--- src/rtl/mips_prog_loader.sv ---
`default_nettype none
// +----------------------------------------------------------------------------+
// | mips_prog_loader: framed byte stream -> 32-bit words into MIPS32 memory     |
// | Revision: 1.0                                                               |
// +----------------------------------------------------------------------------+
module mips_prog_loader #(
  parameter int ADDR_W    = 10,
  parameter int MEM_DEPTH = 1024,
  parameter int BASE_ADDR = 0
) (
  input  logic              clk1,
  input  logic              rst_n,
  input  logic              in_valid,
  input  logic [7:0]        in_data,
  output logic              in_ready,
  input  logic              restart,
  output logic              mem_we,
  output logic [ADDR_W-1:0] mem_addr,
  output logic [31:0]       mem_wdata,
  output logic              core_hold,
  output logic              core_start,
  output logic              load_done,
  output logic              load_err,
  output logic [ADDR_W:0]   words_loaded
);

  typedef enum logic [2:0] {
    S_IDLE   = 3'd0,
    S_LEN_HI = 3'd1,
    S_LEN_LO = 3'd2,
    S_DATA   = 3'd3,
    S_CSUM   = 3'd4,
    S_DONE   = 3'd5,
    S_ERR    = 3'd6
  } state_t;

  localparam logic [31:0]       C_MAX_WORDS = 32'(MEM_DEPTH - BASE_ADDR);
  localparam logic [ADDR_W-1:0] C_BASE      = ADDR_W'(BASE_ADDR);
  localparam logic [ADDR_W:0]   C_ONE       = (ADDR_W + 1)'(1);

  state_t          r_state;
  state_t          w_state_nxt;
  logic [15:0]     r_len;
  logic [23:0]     r_asm;
  logic [1:0]      r_bidx;
  logic [7:0]      r_csum;

  logic            w_accept;
  logic [15:0]     w_len;
  logic            w_len_bad;
  logic [ADDR_W:0] w_words_inc;
  logic            w_last_word;
  logic            w_word_done;
  logic            w_csum_ok;

  assign in_ready  = (r_state != S_DONE) && (r_state != S_ERR);
  assign load_done = (r_state == S_DONE);
  assign load_err  = (r_state == S_ERR);
  assign core_hold = (r_state != S_DONE);

  assign w_accept    = in_valid && in_ready;
  // Length check at full 32-bit width so large N never aliases after truncation
  assign w_len       = {r_len[15:8], in_data};
  assign w_len_bad   = {16'd0, w_len} > C_MAX_WORDS;
  assign w_words_inc = words_loaded + C_ONE;
  assign w_last_word = 32'(w_words_inc) == {16'd0, r_len};
  assign w_word_done = (r_bidx == 2'd3);
  assign w_csum_ok   = (in_data == r_csum);

  always_ff @(posedge clk1 or negedge rst_n) begin
    if (!rst_n) r_state <= S_IDLE;
    else        r_state <= w_state_nxt;
  end

  always_comb begin
    w_state_nxt = r_state;
    unique case (r_state)
      S_IDLE:   if (w_accept && in_data == 8'hA5) w_state_nxt = S_LEN_HI;
      S_LEN_HI: if (w_accept) w_state_nxt = S_LEN_LO;
      S_LEN_LO: begin
        if (w_accept) begin
          if (w_len_bad)          w_state_nxt = S_ERR;
          else if (w_len == 16'd0) w_state_nxt = S_CSUM;
          else                    w_state_nxt = S_DATA;
        end
      end
      S_DATA:   if (w_accept && w_word_done && w_last_word) w_state_nxt = S_CSUM;
      S_CSUM:   if (w_accept) w_state_nxt = w_csum_ok ? S_DONE : S_ERR;
      S_DONE,
      S_ERR:    if (restart) w_state_nxt = S_IDLE;
      default:  w_state_nxt = S_IDLE;
    endcase
  end

  always_ff @(posedge clk1 or negedge rst_n) begin
    if (!rst_n) begin
      mem_we       <= 1'b0;
      mem_addr     <= C_BASE;
      mem_wdata    <= 32'd0;
      core_start   <= 1'b0;
      words_loaded <= '0;
      r_len        <= 16'd0;
      r_asm        <= 24'd0;
      r_bidx       <= 2'd0;
      r_csum       <= 8'd0;
    end else begin
      mem_we     <= 1'b0;
      core_start <= 1'b0;
      case (r_state)
        S_LEN_HI: if (w_accept) r_len[15:8] <= in_data;
        S_LEN_LO: if (w_accept) r_len[7:0]  <= in_data;
        S_DATA: begin
          if (w_accept) begin
            r_csum <= r_csum ^ in_data;
            if (w_word_done) begin
              mem_we       <= 1'b1;
              mem_addr     <= C_BASE + words_loaded[ADDR_W-1:0];
              mem_wdata    <= {r_asm, in_data};
              words_loaded <= w_words_inc;
              r_bidx       <= 2'd0;
            end else begin
              r_asm  <= {r_asm[15:0], in_data};
              r_bidx <= r_bidx + 2'd1;
            end
          end
        end
        S_CSUM: if (w_accept && w_csum_ok) core_start <= 1'b1;
        S_DONE,
        S_ERR: begin
          if (restart) begin
            words_loaded <= '0;
            r_csum       <= 8'd0;
            r_bidx       <= 2'd0;
          end
        end
        default: ;
      endcase
    end
  end

endmodule
`default_nettype wire

--- config.mk ---
export PLATFORM = sky130hd
export DESIGN_NAME = mips_prog_loader
export DESIGN_NICKNAME = d
export VERILOG_FILES = /design/src/rtl/mips_prog_loader.sv
export SDC_FILE = /design/constraint.sdc
export NUM_CORES = 1
export LEC_CHECK = 0
export ABC_AREA = 1
export BUFFER_PORTS_ARGS = -buffer_cell sky130_fd_sc_hd__buf_2
export CAP_MARGIN = 15
export CELL_PAD_IN_SITES_DETAIL_PLACEMENT = 1
export CELL_PAD_IN_SITES_GLOBAL_PLACEMENT = 1
export CORE_MARGIN = 5
export CORE_UTILIZATION = 39
export DETAILED_ROUTE_END_ITERATION = 7
export HOLD_SLACK_MARGIN = 0.08
export PLACE_DENSITY = 0.87
export SLEW_MARGIN = 10
export SYNTH_ARGS = -nofsm -noshare
export SYNTH_HDL_FRONTEND = slang
export SYNTH_SLANG_ARGS = --single-unit
--- constraint.sdc ---
create_clock -name clk1 -period 1.8 [get_ports clk1]
set_input_delay 0.36 -clock clk1 [delete_from_list [all_inputs] [get_ports clk1]]
set_output_delay 0.36 -clock clk1 [all_outputs]
set_load 0.005 [all_outputs]
# After elaboration in Yosys (flattened, before gate mapping)
# Cells that the tools add are included.
[totals]
out_inout_bits = 59
register_bits = 108
[classes]
n_eq_ne = 20
bitwise = 2
muxes = 26
add_sub_neg = 2
reduce_logical = 17
n_lt_le_gt_ge = 1
[op_table]
columns = ["cell", "count"]
rows = [
  ["11-bit 2-to-1 mux", 3],
  ["3-bit 2-to-1 mux", 8],
  ["11-bit case mux with 2 select lines", 1],
  ["3-bit case mux with 6 select lines", 1],
  ["11-bit by 16-bit equality test with 1-bit output", 1],
  ["16-bit by 11-bit greater-than comparator with 1-bit output (second input constant)", 1],
  ["16-bit logical NOT", 1],
  ["8-bit 2-to-1 mux", 2],
  ["2-bit != test (second input constant)", 8],
  ["8-bit case mux with 2 select lines", 1],
  ["11-bit by 1-bit adder with 11-bit output (second input constant)", 1],
  ["3-bit equality test (second input constant)", 3],
  ["3-bit AND reduction", 3],
  ["8-bit equality test", 1],
  ["8-bit equality test (second input constant)", 1],
  ["2-bit 2-to-1 mux", 4],
  ["8-bit XOR", 1],
  ["3-bit by 2-bit equality test with 1-bit output (second input constant)", 2],
  ["1-bit logical AND", 6],
  ["3-bit != test (second input constant)", 2],
  ["6-bit AND reduction", 1],
  ["1-bit 2-to-1 mux", 5],
  ["2-bit case mux with 2 select lines", 1],
  ["2-bit AND reduction", 2],
  ["other kinds (8)", 8],
]

# Longest topological paths before layout
# Gate-level depths: netlist of run 1.
[depth]
ltp_word = 7
ltp_mapped = 15

# Worst setup path before layout of run 1
# OpenSTA, ideal clock, no wires.
[synth_path]
path_kind = "register -> register"
from = "register words_loaded[0]"
to = "register r_state[1]"
synth_period_minus_slack_ns = 1.759
arrival_time_ns = 1.642
stages_incl_launch_ff = 15
required_time_ns = 1.683
setup_ns = 0.117
path_slack_ns = 0.041
path_cell_list = "dfrtp_1 > ha_1 > nand2_2 > nor2_4 > nand3_2 > nand2_1 > nand2_1 > nand2_1 > nand2_1 > nor2_1 > nand3_1 > nand2_2 > nand2_1 > nand2_1 > nand2_1"
[synth_via]
elab_chain_len = 5
[synth_lines]
columns = ["element", "line", "rtl"]
rows = [
  ["from (decl)", "24", "output logic [ADDR_W:0] words_loaded"],
  ["from (signal assigned)", "119", "words_loaded <= w_words_inc;"],
  ["11-bit by 1-bit adder with 11-bit output", "65", "assign w_words_inc = words_loaded + C_ONE;"],
  ["11-bit by 16-bit equality test with 1-bit output", "66", "assign w_last_word = 32'(w_words_inc) == {16'd0, r_len};"],
  ["1-bit logical AND", "87", "S_DATA: if (w_accept && w_word_done && w_last_word) w_state_nxt = S_CSUM;"],
  ["2-bit != test (no source line)", "n/a", ""],
  ["6-bit AND reduction (no source line)", "n/a", ""],
  ["to (signal assigned)", "72", "else r_state <= w_state_nxt;"],
  ["to (decl)", "41", "state_t r_state;"],
]
# No other way between the ends.
# A chain may end at the register's enable or synchronous reset.

# Worst setup path in the final report of run 1
[layout_path]
from = "register words_loaded[1]"
to = "register r_state[1]"
# The elaborated chain is that of the path after synthesis.

==> results of run 1 <==
-- power groups by stage --
stage	logic (mW)	clock network, mW	registers (mW)
after floorplan	1.98	0	3.94
after global placement	2.93	0	4.00
after detailed placement	3.17	0	4.07
after CTS	3.34	2.05	4.06
after global routing	4.03	2.17	4.21
final	3.60	2.04	4.10
-- registers in the layout (all words and copies together), names as in the netlist --
signal,cells
core_start,1
words_loaded,11
r_csum,8
r_asm,24
r_bidx,2
mem_addr,10
r_len,16
mem_we,1
r_state,3
mem_wdata,32
-- layer usage --
layer  vias to the layer above  track usage (%)  wire length [um]
li1                       1969                -                 -
met1                      2114             24.0              6290
met2                       109             32.8              7440
met3                        34             2.94               537
met4                         0             6.30               393
met5                         -                0                 0
-- cells by family (layout without fill, tap and decap cells) --
family          Yosys count  count (layout)  synth area share, %
compound gates           95              95                 10.3
xor+xnor                 13              13                 2.65
fa+ha+maj                 2               2                0.519
buf+inv                  82             180                 7.24
flops                   108             108                 56.1
simple gates            257             257                 23.2
-- Yosys cell counts, drive strengths merged --
library cell  number  area (um^2)
nor4               3         18.8
xnor2              4         35.0
nand2            173          657
nor3               3         20.0
nor2              37          191
dfrtp            108         2700
o41ai              1         8.76
buf               14         91.3
nand3             30          160
o21ai             80          400
clkbuf             6         22.5
o22ai              8         50.1
ha                 2         25.0
inv               62          235
nand4              7         43.8
a31oi              1         6.26
xor2               8         70.1
a21oi              4         23.8
or2                2         12.5
xnor3              1         22.5
o21bai             1         7.51
nand3b             2         15.0
-- stage by stage --
step / hold WS (ns) / power (mW) / TNS (ns) / worst slack, ns / instance area [um^2]
3_5_place_dp: 0.368 / 7.24 / -0.193 / -0.116 / 5430
2_1_floorplan: 0.0644 / 5.92 / 0 / 0.0413 / 4820
6_report: 0.334 / 9.74 / -0.187 / -0.0730 / 6000
4_1_cts: 0.325 / 9.45 / -0.133 / -0.0677 / 5820
5_1_grt: 0.344 / 10.4 / -1.48 / -0.236 / 6000
3_3_place_gp: 0.355 / 6.94 / 0 / 0.0667 / 5430
-- path summary, 6_finish.rpt --
check                                 from         endpoint  slack, ns  depth (start not counted)
min reg2reg                  mem_wdata[30]    mem_wdata[30]       0.47                          2
max reg2reg                words_loaded[1]       r_state[1]      -0.07                         13
max                        words_loaded[1]       r_state[1]      -0.07                         13
max in group asynchronous            rst_n  words_loaded[3]       0.63                          3
min in group asynchronous            rst_n       r_state[1]       0.50                          2
min                             in_data[5]        r_csum[5]       0.33                          4
-- repair_timing --
| action | in CTS | in global routing |
|---|---|---|
| pin swaps | 3 | 6 |
| hold buffers | 1 | 0 |
| setup buffers | 2 | 9 |
| gates cloned | 0 | 3 |
| resized for setup | 13 | 18 |
| endpoints found under the hold margin | 33 | 0 |
| endpoints found under the setup margin | 4 | 57 |
-- area by class of cell --
type                    count  share of cell area (%)
flip-flops and latches    108                    45.0
multi-input cells         367                    30.8
repair buffers            102                    11.7
inverters                  62                    4.00
clock buffers               9                    3.75
well taps                 168                    3.50
clock inverters             7                    1.29
-- worst max-delay path, delay by kind of cell (launching register included) --
| kind | cells | cell delay, ns |
|---|---|---|
| flip-flops | 1 | 0.42 |
| AND/OR/NAND/NOR | 11 | 1.07 |
| buffers and inverters | 2 | 0.28 |
==> tab_implementation.tex, run 1 <==
\begin{tabular}{lr}
\hline
Metric & Value \\
\hline
\multicolumn{2}{l}{\textbf{Clock network}} \\
Clock tree root buffer cell & clkbuf\_16 \\
Max Buffers Root-to-Sink & 2 \\
CTS tree & yes \\
Number of H-tree branching levels & 3 \\
Later-pin clock latency in the skew report & 0.36 ns \\
Number of buffers added by the clock tree synthesis step & 9 \\
Clock sink count & around 110 \\
Clock-pin slew of the registers on the worst-case setup and hold paths & 0.08 ns \\
\multicolumn{2}{l}{\textbf{Power}} \\
Pwr Density & between 1500 and 2000 mW/mm\^{}2 \\
Fraction of power spent switching nets & between 40\% and 50\% \\
Internal power & around 5.8 mW \\
Clock network fraction of total power & 20.9\% \\
Leakage power summed over all cells & between 3 and 4 nW \\
Maximum resistive drop on vdd & between 0.5 and 0.6 mV \\
Register share of total power & 42.1\% \\
Net switching power figure & between 3 and 4 mW \\
Fraction of power consumed by combinational cells & between 30 and 40\% \\
\multicolumn{2}{l}{\textbf{Routing}} \\
WL final & roughly 15 mm \\
Via Count & 4226 \\
Number of DRC violations after detailed-routing iteration 0 & 309 \\
DRC & 0 \\
Detailed-router iteration count before antenna repair & 4 \\
Count of antenna-violating nets left after detailed routing & 0 \\
Via count normalized by instance count & just over 5 \\
Post-detailed-route wirelength per cell & 17.8 um \\
\multicolumn{2}{l}{\textbf{Synthesis}} \\
Synthesized netlist cell count & about 560 \\
Synth Net Count & 571 \\
Avg Cell Area, Syn & a little under 9 um\^{}2 \\
Warnings from Yosys & 0 \\
Count of distinct cell types in the synthesized netlist & 35 \\
Sequential cell area fraction in the yosys report & between 50\% and 60\% \\
Number of synthesized register bits & about 110 \\
Cell Area, Synth & about 0.0048 mm\^{}2 \\
\multicolumn{2}{l}{\textbf{STA}} \\
Final Hold Vio Count & 0 \\
Pin slew with the least headroom to its limit & approximately 0.51 ns \\
Max Freq & 534 MHz \\
Final worst slack & -0.0730 ns \\
Layout Skew & between 0.007 and 0.008 ns \\
Time the worst path needs with I/O delays and setup & between 1.5 and 2 ns \\
Total of endpoints with negative setup slack in the final report & 4 \\
Final critical-path share of the clock period & 104\% \\
Final Slew Violations & 0 \\
Unrepaired setup endpoints after global routing & true \\
Max transition margin & about two thirds \\
\multicolumn{2}{l}{\textbf{Layout}} \\
Fraction of layout cells with a size suffix above 1 & 23.4\% \\
Multi-input logic area & roughly 0.0018 mm\^{}2 \\
Most frequent cells in the layout & nand2\_1 (166), dfrtp\_1 (107), buf\_2 (68), inv\_1 (56), o21ai\_0 (55) \\
Layout overhead on the synthesized area & 24.6\% \\
Number of nets in the layout & about 660 \\
Number of diodes added for antenna fixing & 0 \\
Final instance count without filler cells & 823 \\
Sequential Area & between 0.002 and 0.003 mm\^{}2 \\
Commonest non-fill, non-tap cell in the layout & nand2\_1 \\
Filler cells & about 1400 \\
Post-Route Utilization & between 40\% and 50\% \\
\multicolumn{2}{l}{\textbf{Critical path}} \\
Cell Chain, Critical Path & buf\_4 > nand3\_4 > inv\_1 > nand2\_1 > nand3\_1 > nand2\_1 > nand3\_2 > nor2\_2 > nand3\_1 > nand2\_2 > nand2\_2 > nand2\_2 > nand2\_1 \\
Worst-path maximum fanout & 5 \\
Kind of end point of the critical path & flop \\
Crit path arrival time & roughly 2.1 ns \\
Slowest library cell on the worst path & dfrtp\_1 \\
Type of origin of the critical path & flop \\
Peak per-stage delay on the critical path & 0.42 ns \\
Crit path required time & 2.05 ns \\
Crit Path Category & reg2reg \\
\multicolumn{2}{l}{\textbf{Min path}} \\
Class of the most critical hold timing path & in2reg \\
\multicolumn{2}{l}{\textbf{Global route}} \\
Pin count of the biggest net entering global routing & 84 \\
GRT Util Overall & between 10\% and 20\% \\
Remaining Overflow, GRT & 0 \\
Antenna violations before repair & 0 \\
Wire length of the first global-routing pass & 22.2 mm \\
Number of global-route vias before repair & between 4000 and 5000 \\
\multicolumn{2}{l}{\textbf{Placement}} \\
Post-DP HPWL & approximately 9 mm \\
Number of I/O port buffers & 70 \\
Routability cong. & between 0.8 and 0.9 \\
Post-placement cell count & around 800 \\
\multicolumn{2}{l}{\textbf{Flow run}} \\
Maxcap violations & 0 \\
\multicolumn{2}{l}{\textbf{Outcome}} \\
Status & finished, violations left \\
Failing checks & negative setup slack \\
\multicolumn{2}{l}{\textbf{Floorplan}} \\
Area of the die & 0.0147 mm\^{}2 \\
Die extent in x & about 120 um \\
Die Ht & $\sim$120 um \\
Top-level I/O count & between 70 and 80 \\
Effective utilization at floorplan & approximately two fifths \\
Core box area & 0.0121 mm\^{}2 \\
Number of placement rows & 40 \\
\hline
\end{tabular}
Note: power is estimated with default switching activity, not from simulation.
==> inputs of run 2 (changes only) <==
--- a/config.mk
+++ b/config.mk
@@ -5,16 +5,17 @@
 export SDC_FILE = /design/constraint.sdc
 export NUM_CORES = 1
 export LEC_CHECK = 0
-export ABC_AREA = 1
+export ABC_AREA = 0
 export BUFFER_PORTS_ARGS = -buffer_cell sky130_fd_sc_hd__buf_2
 export CAP_MARGIN = 15
 export CELL_PAD_IN_SITES_DETAIL_PLACEMENT = 1
 export CELL_PAD_IN_SITES_GLOBAL_PLACEMENT = 1
 export CORE_MARGIN = 5
-export CORE_UTILIZATION = 39
+export CORE_UTILIZATION = 40
 export DETAILED_ROUTE_END_ITERATION = 7
 export HOLD_SLACK_MARGIN = 0.08
-export PLACE_DENSITY = 0.87
+export PLACE_DENSITY = 0.86
+export SETUP_SLACK_MARGIN = 0.3
 export SLEW_MARGIN = 10
 export SYNTH_ARGS = -nofsm -noshare
 export SYNTH_HDL_FRONTEND = slang
==> run 2 against run 1 <==
  * The run still ends with negative setup slack left
  * Non-clock buffer count grew 65
  * Clock power up 3%
  * Maximum frequency decreased by 11%
  * Clock-buffer cell count increased by 1
  * Setup slack worse by 0.24 ns
  * Sequential share of layout area decreased by 9.0 points
  * Combinational power increased by 31%
  * Critical path depth down 6
  * Clock skew grew 0.0087 ns
  * Cell count decreased by 9.0%
  * First-iteration DRC count increased by 21%
  * Core utilization up 13 points
  * Largest power group is now combinational cells
==> tab_implementation.tex, run 2 <==
\begin{tabular}{lr}
\hline
Metric & Value \\
\hline
\multicolumn{2}{l}{\textbf{Outcome}} \\
Status & finished, violations left \\
Failing checks & negative setup slack \\
\multicolumn{2}{l}{\textbf{Power}} \\
Maximum resistive drop on vdd & around 0.6 mV \\
Leakage power summed over all cells & between 3 and 4 nW \\
Pwr Total & around 11 mW \\
Pwr Density & 1480 mW/mm\^{}2 \\
\multicolumn{2}{l}{\textbf{Floorplan}} \\
Area of the die & roughly 0.015 mm\^{}2 \\
Die extent in x & $\sim$120 um \\
Number of placement rows & 40 \\
Top-level I/O count & 71 \\
Effective utilization at floorplan & 40.9\% \\
Die Ht & 121 um \\
Core box area & around 0.012 mm\^{}2 \\
\multicolumn{2}{l}{\textbf{Synthesis}} \\
Ys async rst share & between 90\% and 100\% \\
Share of cell area taken by muxes after synthesis & between 10 and 15\% \\
Synthesized netlist cell count & around 450 \\
Synth Net Count & 467 \\
Xor/xnor share of the synthesized area & just under 4\% \\
Warnings from Yosys & 0 \\
Simple-gate portion of the synthesized area & $\sim$16\% \\
Post-synthesis cell type with the largest combined area & dfrtp\_1 \\
Top cells by instance count after synthesis & dfrtp\_1 (108), nand2\_1 (94), mux2\_2 (60) \\
Area share of fa/ha/maj cells after synthesis & less than 1\% \\
Combinational family with the most area after synthesis & simple AND/OR/NAND/NOR gates \\
Number of synthesized register bits & around 110 \\
Count of distinct cell types in the synthesized netlist & 45 \\
Most numerous cell in the Yosys netlist & dfrtp\_1 \\
Top post-synthesis cells by area & dfrtp\_1 (55\%), mux2\_2 (14\%), nand2\_1 (7.2\%), o21ai\_0 (3.1\%), xor2\_1 (2.9\%) \\
Avg Cell Area, Syn & approximately 11 um\^{}2 \\
Post-synthesis compound-gate area fraction & under 10\% \\
Top\_reg\_cell synth & dfrtp\_1 \\
Area fraction of the dominant cell type after synthesis & a little under three fifths \\
Post-synth EDFFs & 0 \\
Sequential cell area fraction in the yosys report & 55.1\% \\
Cell Area, Synth & 0.00491 mm\^{}2 \\
\multicolumn{2}{l}{\textbf{STA}} \\
Final worst slack & -0.308 ns \\
Final Slew Violations & 0 \\
Time the worst path needs with I/O delays and setup & between 2 and 2.5 ns \\
Layout Skew & about 0.016 ns \\
Total of endpoints with negative setup slack in the final report & 40 \\
Final critical-path share of the clock period & 117\% \\
Max transition margin & roughly three quarters \\
Pin slew with the least headroom to its limit & about 0.37 ns \\
Unrepaired setup endpoints after global routing & true \\
Max Freq & roughly 470 MHz \\
Final Hold Vio Count & 0 \\
\multicolumn{2}{l}{\textbf{Routing}} \\
Via Count & between 4000 and 5000 \\
Detailed-router iteration count before antenna repair & 5 \\
WL final & $\sim$21 mm \\
Post-detailed-route wirelength per cell & between 20 and 30 um \\
Count of antenna-violating nets left after detailed routing & 0 \\
Number of DRC violations after detailed-routing iteration 0 & around 370 \\
Via count normalized by instance count & 5.91 \\
DRC & 0 \\
\multicolumn{2}{l}{\textbf{Clock network}} \\
Clock tree root buffer cell & clkbuf\_16 \\
Later-pin clock latency in the skew report & approximately 0.36 ns \\
Max Buffers Root-to-Sink & 2 \\
Clock sink count & 108 \\
CTS tree & yes \\
Clock-pin slew of the registers on the worst-case setup and hold paths & 0.08 ns \\
Number of H-tree branching levels & 3 \\
Number of buffers added by the clock tree synthesis step & 9 \\
\multicolumn{2}{l}{\textbf{Layout}} \\
Largest registers in the final layout & mem\_wdata (32), r\_asm (24), r\_len (16) \\
Layout overhead on the synthesized area & 53.0\% \\
Max reg flops & 32 \\
Fraction of layout cells with a size suffix above 1 & around 59\% \\
Number of diodes added for antenna fixing & 0 \\
Number of nets in the layout & $\sim$600 \\
Largest register by flop count & mem\_wdata \\
Commonest non-fill, non-tap cell in the layout & dfrtp\_1 \\
Final instance count without filler cells & roughly 750 \\
Most frequent cells in the layout & dfrtp\_1 (104), buf\_2 (67), mux2\_4 (58), buf\_4 (51), nand2\_1 (49) \\
\multicolumn{2}{l}{\textbf{Flow run}} \\
Maxcap violations & 0 \\
\multicolumn{2}{l}{\textbf{Global route}} \\
Number of global-route vias before repair & roughly 4400 \\
Remaining Overflow, GRT & 0 \\
Wire length of the first global-routing pass & around 25 mm \\
GRT Util Overall & between 20\% and 30\% \\
Pin count of the biggest net entering global routing & 56 \\
Global routing's busiest layer & met2 \\
Global-route met3 utilization & under 10\% \\
Global routing met1 resource utilization & between 20 and 30\% \\
Antenna violations before repair & 0 \\
Global-route met2 utilization & $\sim$40\% \\
\multicolumn{2}{l}{\textbf{Placement}} \\
Post-placement cell count & slightly below 700 \\
Number of I/O port buffers & 70 \\
Routability cong. & $\sim$0.86 \\
Post-DP HPWL & between 9 and 10 mm \\
\multicolumn{2}{l}{\textbf{Critical path}} \\
Crit path arrival time & between 2 and 2.5 ns \\
Type of origin of the critical path & flop \\
Kind of end point of the critical path & flop \\
Crit path required time & approximately 2 ns \\
Crit Path Category & reg2reg \\
Worst-path maximum fanout & 4 \\
\multicolumn{2}{l}{\textbf{Min path}} \\
Class of the most critical hold timing path & in2reg \\
\hline
\end{tabular}
run 2: cell types whose count changed in the layout (fill, tap and decap cells not counted), moves of 9 or more:
cell / previous run / this run
buf_4: 22 / 51
buf_6: 6 / 24
o21ai_2: 0 / 18
nor2_1: 26 / 11
nand2_1: 166 / 49
o21ai_1: 25 / 11
nand2_2: 7 / 26
nand3_1: 26 / 3
mux2_4: 0 / 58
nand2_4: 0 / 18
xor2_1: 7 / 16
o21ai_0: 55 / 0
inv_1: 56 / 1
run 2: repair_timing:
action                                  in CTS  in global routing
resized for setup                           16                193
endpoints found under the hold margin      108                  0
hold buffers                                 1                  0
pin swaps                                    4                 45
cloned                                       2                 12
endpoints found under the setup margin     109                112
setup buffers                                3                 23
run 2: kinds of logic after synthesis:
family | after synthesis
xor+xnor | 22
simple gates | 162
flops | 108
fa+ha+maj | 2
compound gates | 61
buf+inv | 37
mux | 61
run 2: final cells by class:
class / instances / area (um^2)
Multi-Input combinational cell: 308 / 2760
Clock buffer: 10 / 229
Tap cell: 147 / 184
Clock inverter: 6 / 68.8
Timing Repair Buffer: 167 / 1530
Sequential cell: 108 / 2710
Fill cell: 1228 / 4500
Inverter: 3 / 28.8
run 2: report_power, final:
part / switching [mW] / internal, mW
Sequential: 0.982 / 3.32
Combinational: 2.13 / 2.58
Clock: 1.01 / 1.10
Total: 4.12 / 6.99
run 2: stage by stage:
step	setup slack [ns]	utilization, %	hold WS, ns	cell area, um^2	setup TNS (ns)
after floorplan	-0.107	-	0.0644	5210	-0.231
after global placement	-0.136	49.8	0.173	5980	-0.482
after detailed placement	-0.208	49.8	0.175	5980	-2.10
after CTS	-0.219	53.6	0.334	6440	-1.75
after global routing	-0.379	62.5	0.332	7510	-4.28
final	-0.308	62.5	0.324	7510	-2.25
run 2: routing by layer:
| metal | share of wire, % | up-vias |
|---|---|---|
| met3 | 5.4 | 59 |
| met4 | 3.7 | 0 |
| met2 | 52 | 210 |
| met1 | 39 | 2321 |
| met5 | 0 | - |
| li1 | - | 1838 |
run 2: final timing paths:
check | start | endpoint | cells after the start | slack (ns)
setup / recovery | words_loaded[1] | r_state[0] | 7 | -0.31
hold / removal | in_data[6] | r_csum[6] | 3 | 0.32
setup reg to reg | words_loaded[1] | r_state[0] | 7 | -0.31
hold reg to reg | mem_addr[5] | mem_addr[5] | 1 | 0.51
max in group asynchronous | rst_n | r_len[8] | 3 | 0.94
min in group asynchronous | rst_n | core_start | 2 | 0.34
run 2: worst max-delay path, cell delays in order (launching register included):
cell     delay, ns
dfrtp_2       0.48
and4_1        0.30
buf_4         0.18
nand3_1       0.09
nand4_1       0.19
nor4_2        0.37
a21oi_2       0.13
a211o_1       0.25
==> inputs of run 3 (changes only) <==
--- a/config.mk
+++ b/config.mk
@@ -11,10 +11,10 @@
 export CELL_PAD_IN_SITES_DETAIL_PLACEMENT = 1
 export CELL_PAD_IN_SITES_GLOBAL_PLACEMENT = 1
 export CORE_MARGIN = 5
-export CORE_UTILIZATION = 40
+export CORE_UTILIZATION = 48
 export DETAILED_ROUTE_END_ITERATION = 7
 export HOLD_SLACK_MARGIN = 0.08
-export PLACE_DENSITY = 0.86
+export PLACE_DENSITY = 0.95
 export SETUP_SLACK_MARGIN = 0.3
 export SLEW_MARGIN = 10
 export SYNTH_ARGS = -nofsm -noshare
==> constraint.sdc (replaced) <==
create_clock -name clk1 -period 2.48 [get_ports clk1]
set_input_delay 0.496 -clock clk1 [delete_from_list [all_inputs] [get_ports clk1]]
set_output_delay 0.496 -clock clk1 [all_outputs]
set_load 0.005 [all_outputs]
==> run 3 against run 2 <==
  * The run now ends clean
  * Maximum frequency decreased by 1.6%
  * Wire length shrank 36%
  * Sequential share of layout area increased by 11 points
  * Cell count down 12%
  * Sequential cell count is the same
  * Clock skew decreased by 0.0027 ns
  * Setup slack better by 0.65 ns
  * Global-route usage fell by 0.40 points
  * Final area decreased by 24%
  * Largest cell class is now sequential cells
  * Highest routed layer unchanged
==> tab_implementation.tex, run 3 (synthesized netlist as in run 2, its figures left out) <==
\begin{tabular}{lr}
\hline
Metric & Value \\
\hline
\multicolumn{2}{l}{\textbf{Floorplan}} \\
Die extent in x & 111 um \\
Number of placement rows & 37 \\
Top-level I/O count & 71 \\
Core box area & 0.0101 mm\^{}2 \\
Area of the die & between 0.01 and 0.015 mm\^{}2 \\
Die Ht & roughly 110 um \\
Effective utilization at floorplan & between 40\% and 50\% \\
\multicolumn{2}{l}{\textbf{Critical path}} \\
Kind of cell adding the most delay to the critical path & compound AO/OA/AOI/OAI gates \\
Crit Path Category & reg2reg \\
Number of buffer and inverter stages on the critical path & 0 \\
Kind of end point of the critical path & flop \\
Worst-path maximum fanout & 7 \\
Peak per-stage delay on the critical path & about 0.47 ns \\
Type of origin of the critical path & flop \\
Cell Chain, Critical Path & ha\_4 > xor2\_1 > o2111ai\_2 > o221ai\_2 > nor4\_4 > a21oi\_2 > a211o\_1 \\
Crit path required time & between 2 and 3 ns \\
Crit path arrival time & 2.40 ns \\
Slowest library cell on the worst path & dfrtp\_1 \\
\multicolumn{2}{l}{\textbf{STA}} \\
Max Freq & approximately 470 MHz \\
Setup TNS & 0 ns \\
Total of endpoints with negative setup slack in the final report & 0 \\
Unrepaired setup endpoints after global routing & false \\
Final worst slack & 0.338 ns \\
Layout Skew & roughly 0.014 ns \\
Final critical-path share of the clock period & a little under nine tenths \\
Time the worst path needs with I/O delays and setup & 2.14 ns \\
Final Hold Vio Count & 0 \\
Pin slew with the least headroom to its limit & $\sim$0.66 ns \\
Max transition margin & approximately 56\% \\
Final Slew Violations & 0 \\
Hold slack & 0.474 ns \\
\multicolumn{2}{l}{\textbf{Routing}} \\
Count of antenna-violating nets left after detailed routing & 0 \\
DRC & 0 \\
Via Count & about 3800 \\
Post-detailed-route wirelength per cell & a little over 20 um \\
Detailed-router iteration count before antenna repair & 5 \\
Number of DRC violations after detailed-routing iteration 0 & between 150 and 200 \\
Via count normalized by instance count & about 5.7 \\
WL final & roughly 13 mm \\
\multicolumn{2}{l}{\textbf{Clock network}} \\
Number of H-tree branching levels & 3 \\
CTS tree & yes \\
Number of buffers added by the clock tree synthesis step & 9 \\
Max Buffers Root-to-Sink & 2 \\
Clock-pin slew of the registers on the worst-case setup and hold paths & roughly 0.11 ns \\
Clock tree root buffer cell & clkbuf\_8 \\
Clock sink count & 108 \\
Later-pin clock latency in the skew report & $\sim$0.37 ns \\
\multicolumn{2}{l}{\textbf{Layout}} \\
Fraction of layout cells with a size suffix above 1 & 35.4\% \\
Most frequent cells in the layout & dfrtp\_1 (103), nand2\_1 (93), buf\_2 (69), mux2\_2 (60), o21ai\_0 (30) \\
Commonest non-fill, non-tap cell in the layout & dfrtp\_1 \\
Largest registers in the final layout & mem\_wdata (32), r\_asm (24), r\_len (16) \\
Number of diodes added for antenna fixing & 0 \\
Number of nets in the layout & approximately 530 \\
Layout overhead on the synthesized area & 16.4\% \\
Largest register by flop count & mem\_wdata \\
Max reg flops & 32 \\
\multicolumn{2}{l}{\textbf{Placement}} \\
Post-DP HPWL & 9.24 mm \\
Number of I/O port buffers & 70 \\
Post-placement setup slack & around 0.16 ns \\
Routability cong. & around 0.84 \\
\multicolumn{2}{l}{\textbf{Global route}} \\
Number of global-route vias before repair & roughly 4100 \\
Remaining Overflow, GRT & 0 \\
GRT Util Overall & a little over a fifth \\
Pin count of the biggest net entering global routing & around 50 \\
Antenna violations before repair & 0 \\
Wire length of the first global-routing pass & about 22 mm \\
\multicolumn{2}{l}{\textbf{Flow run}} \\
Maxcap violations & 0 \\
\multicolumn{2}{l}{\textbf{Power}} \\
Maximum resistive drop on vdd & 0.486 mV \\
Pwr Density & between 1000 and 1500 mW/mm\^{}2 \\
Leakage power summed over all cells & $\sim$2.8 nW \\
\multicolumn{2}{l}{\textbf{Min path}} \\
Class of the most critical hold timing path & in2reg \\
\multicolumn{2}{l}{\textbf{Outcome}} \\
Status & completed \\
\hline
\end{tabular}
## run 3: cell count changes in the layout (fill, tap and decap cells not counted), sizes merged
cell	before	now
bufinv	1	0
inv	5	4
clkbuf	20	10
buf	156	89
clkinvlp	0	2
## run 3: path summary, 6_finish.rpt
| check | slack (ns) | startpoint | to | cells past startpoint |
|---|---|---|---|---|
| worst max register to register | 0.34 | words_loaded[1] | r_state[0] | 7 |
| min in group asynchronous | 0.57 | rst_n | r_len[15] | 2 |
| worst min-delay path | 0.47 | in_valid | core_start | 3 |
| worst min register to register | 0.48 | mem_wdata[8] | mem_wdata[8] | 2 |
| max in group asynchronous | 1.31 | rst_n | words_loaded[3] | 3 |
| worst max-delay path | 0.34 | words_loaded[1] | r_state[0] | 7 |
## run 3: layer usage
layer	wire length (um)	track usage, %	part of all wire (%)
met3	568	3.98	4.2
met1	5350	25.9	40
met5	0	0	0
met4	482	9.81	3.6
met2	7030	38.3	52
## run 3: worst register-to-register path, cell delays in order, from the launching register on
cell and delay (ns):
dfrtp_1 0.47, ha_4 0.22, xor2_1 0.20, o2111ai_2 0.24, o221ai_2 0.17, nor4_4 0.36, a21oi_2 0.13, a211o_1 0.24
## run 3: stage by stage
| step | instance area, um^2 | std cells | power (mW) | utilization, % |
|---|---|---|---|---|
| 5_1_grt | 5710 | 661 | 6.33 | 56.3 |
| 3_5_place_dp | 5440 | 643 | 4.81 | 53.6 |
| 2_1_floorplan | 4910 | 453 | 3.99 | - |
| 3_3_place_gp | 5440 | 643 | 4.58 | 53.6 |
| 4_1_cts | 5660 | 660 | 5.92 | 55.9 |
| 6_report | 5710 | 661 | 5.97 | 56.3 |
## run 3: final cells by class
class                   count  area (um^2)
fillers                  1102         4430
flip-flops and latches    108         2710
multi-input cells         308         2090
repair buffers             90          531
well taps                 136          170
clock buffers              10          138
clock inverters             6         60.1
inverters                   3         11.3
## run 3: timing repair
item                                   in CTS  in global routing
gates resized for setup                     8                  8
setup endpoints to repair                  11                  3
gates cloned                                0                  0
endpoints found under the hold margin      21                  0
hold buffers                                1                  0
buffers inserted                            0                  1
pin swaps                                   1                  2
## run 3: power by group
part	switching, mW	internal, mW	leakage (nW)
clock network	0.641	0.412	0.0934
logic	0.971	0.999	1.34
registers	0.549	2.40	1.39
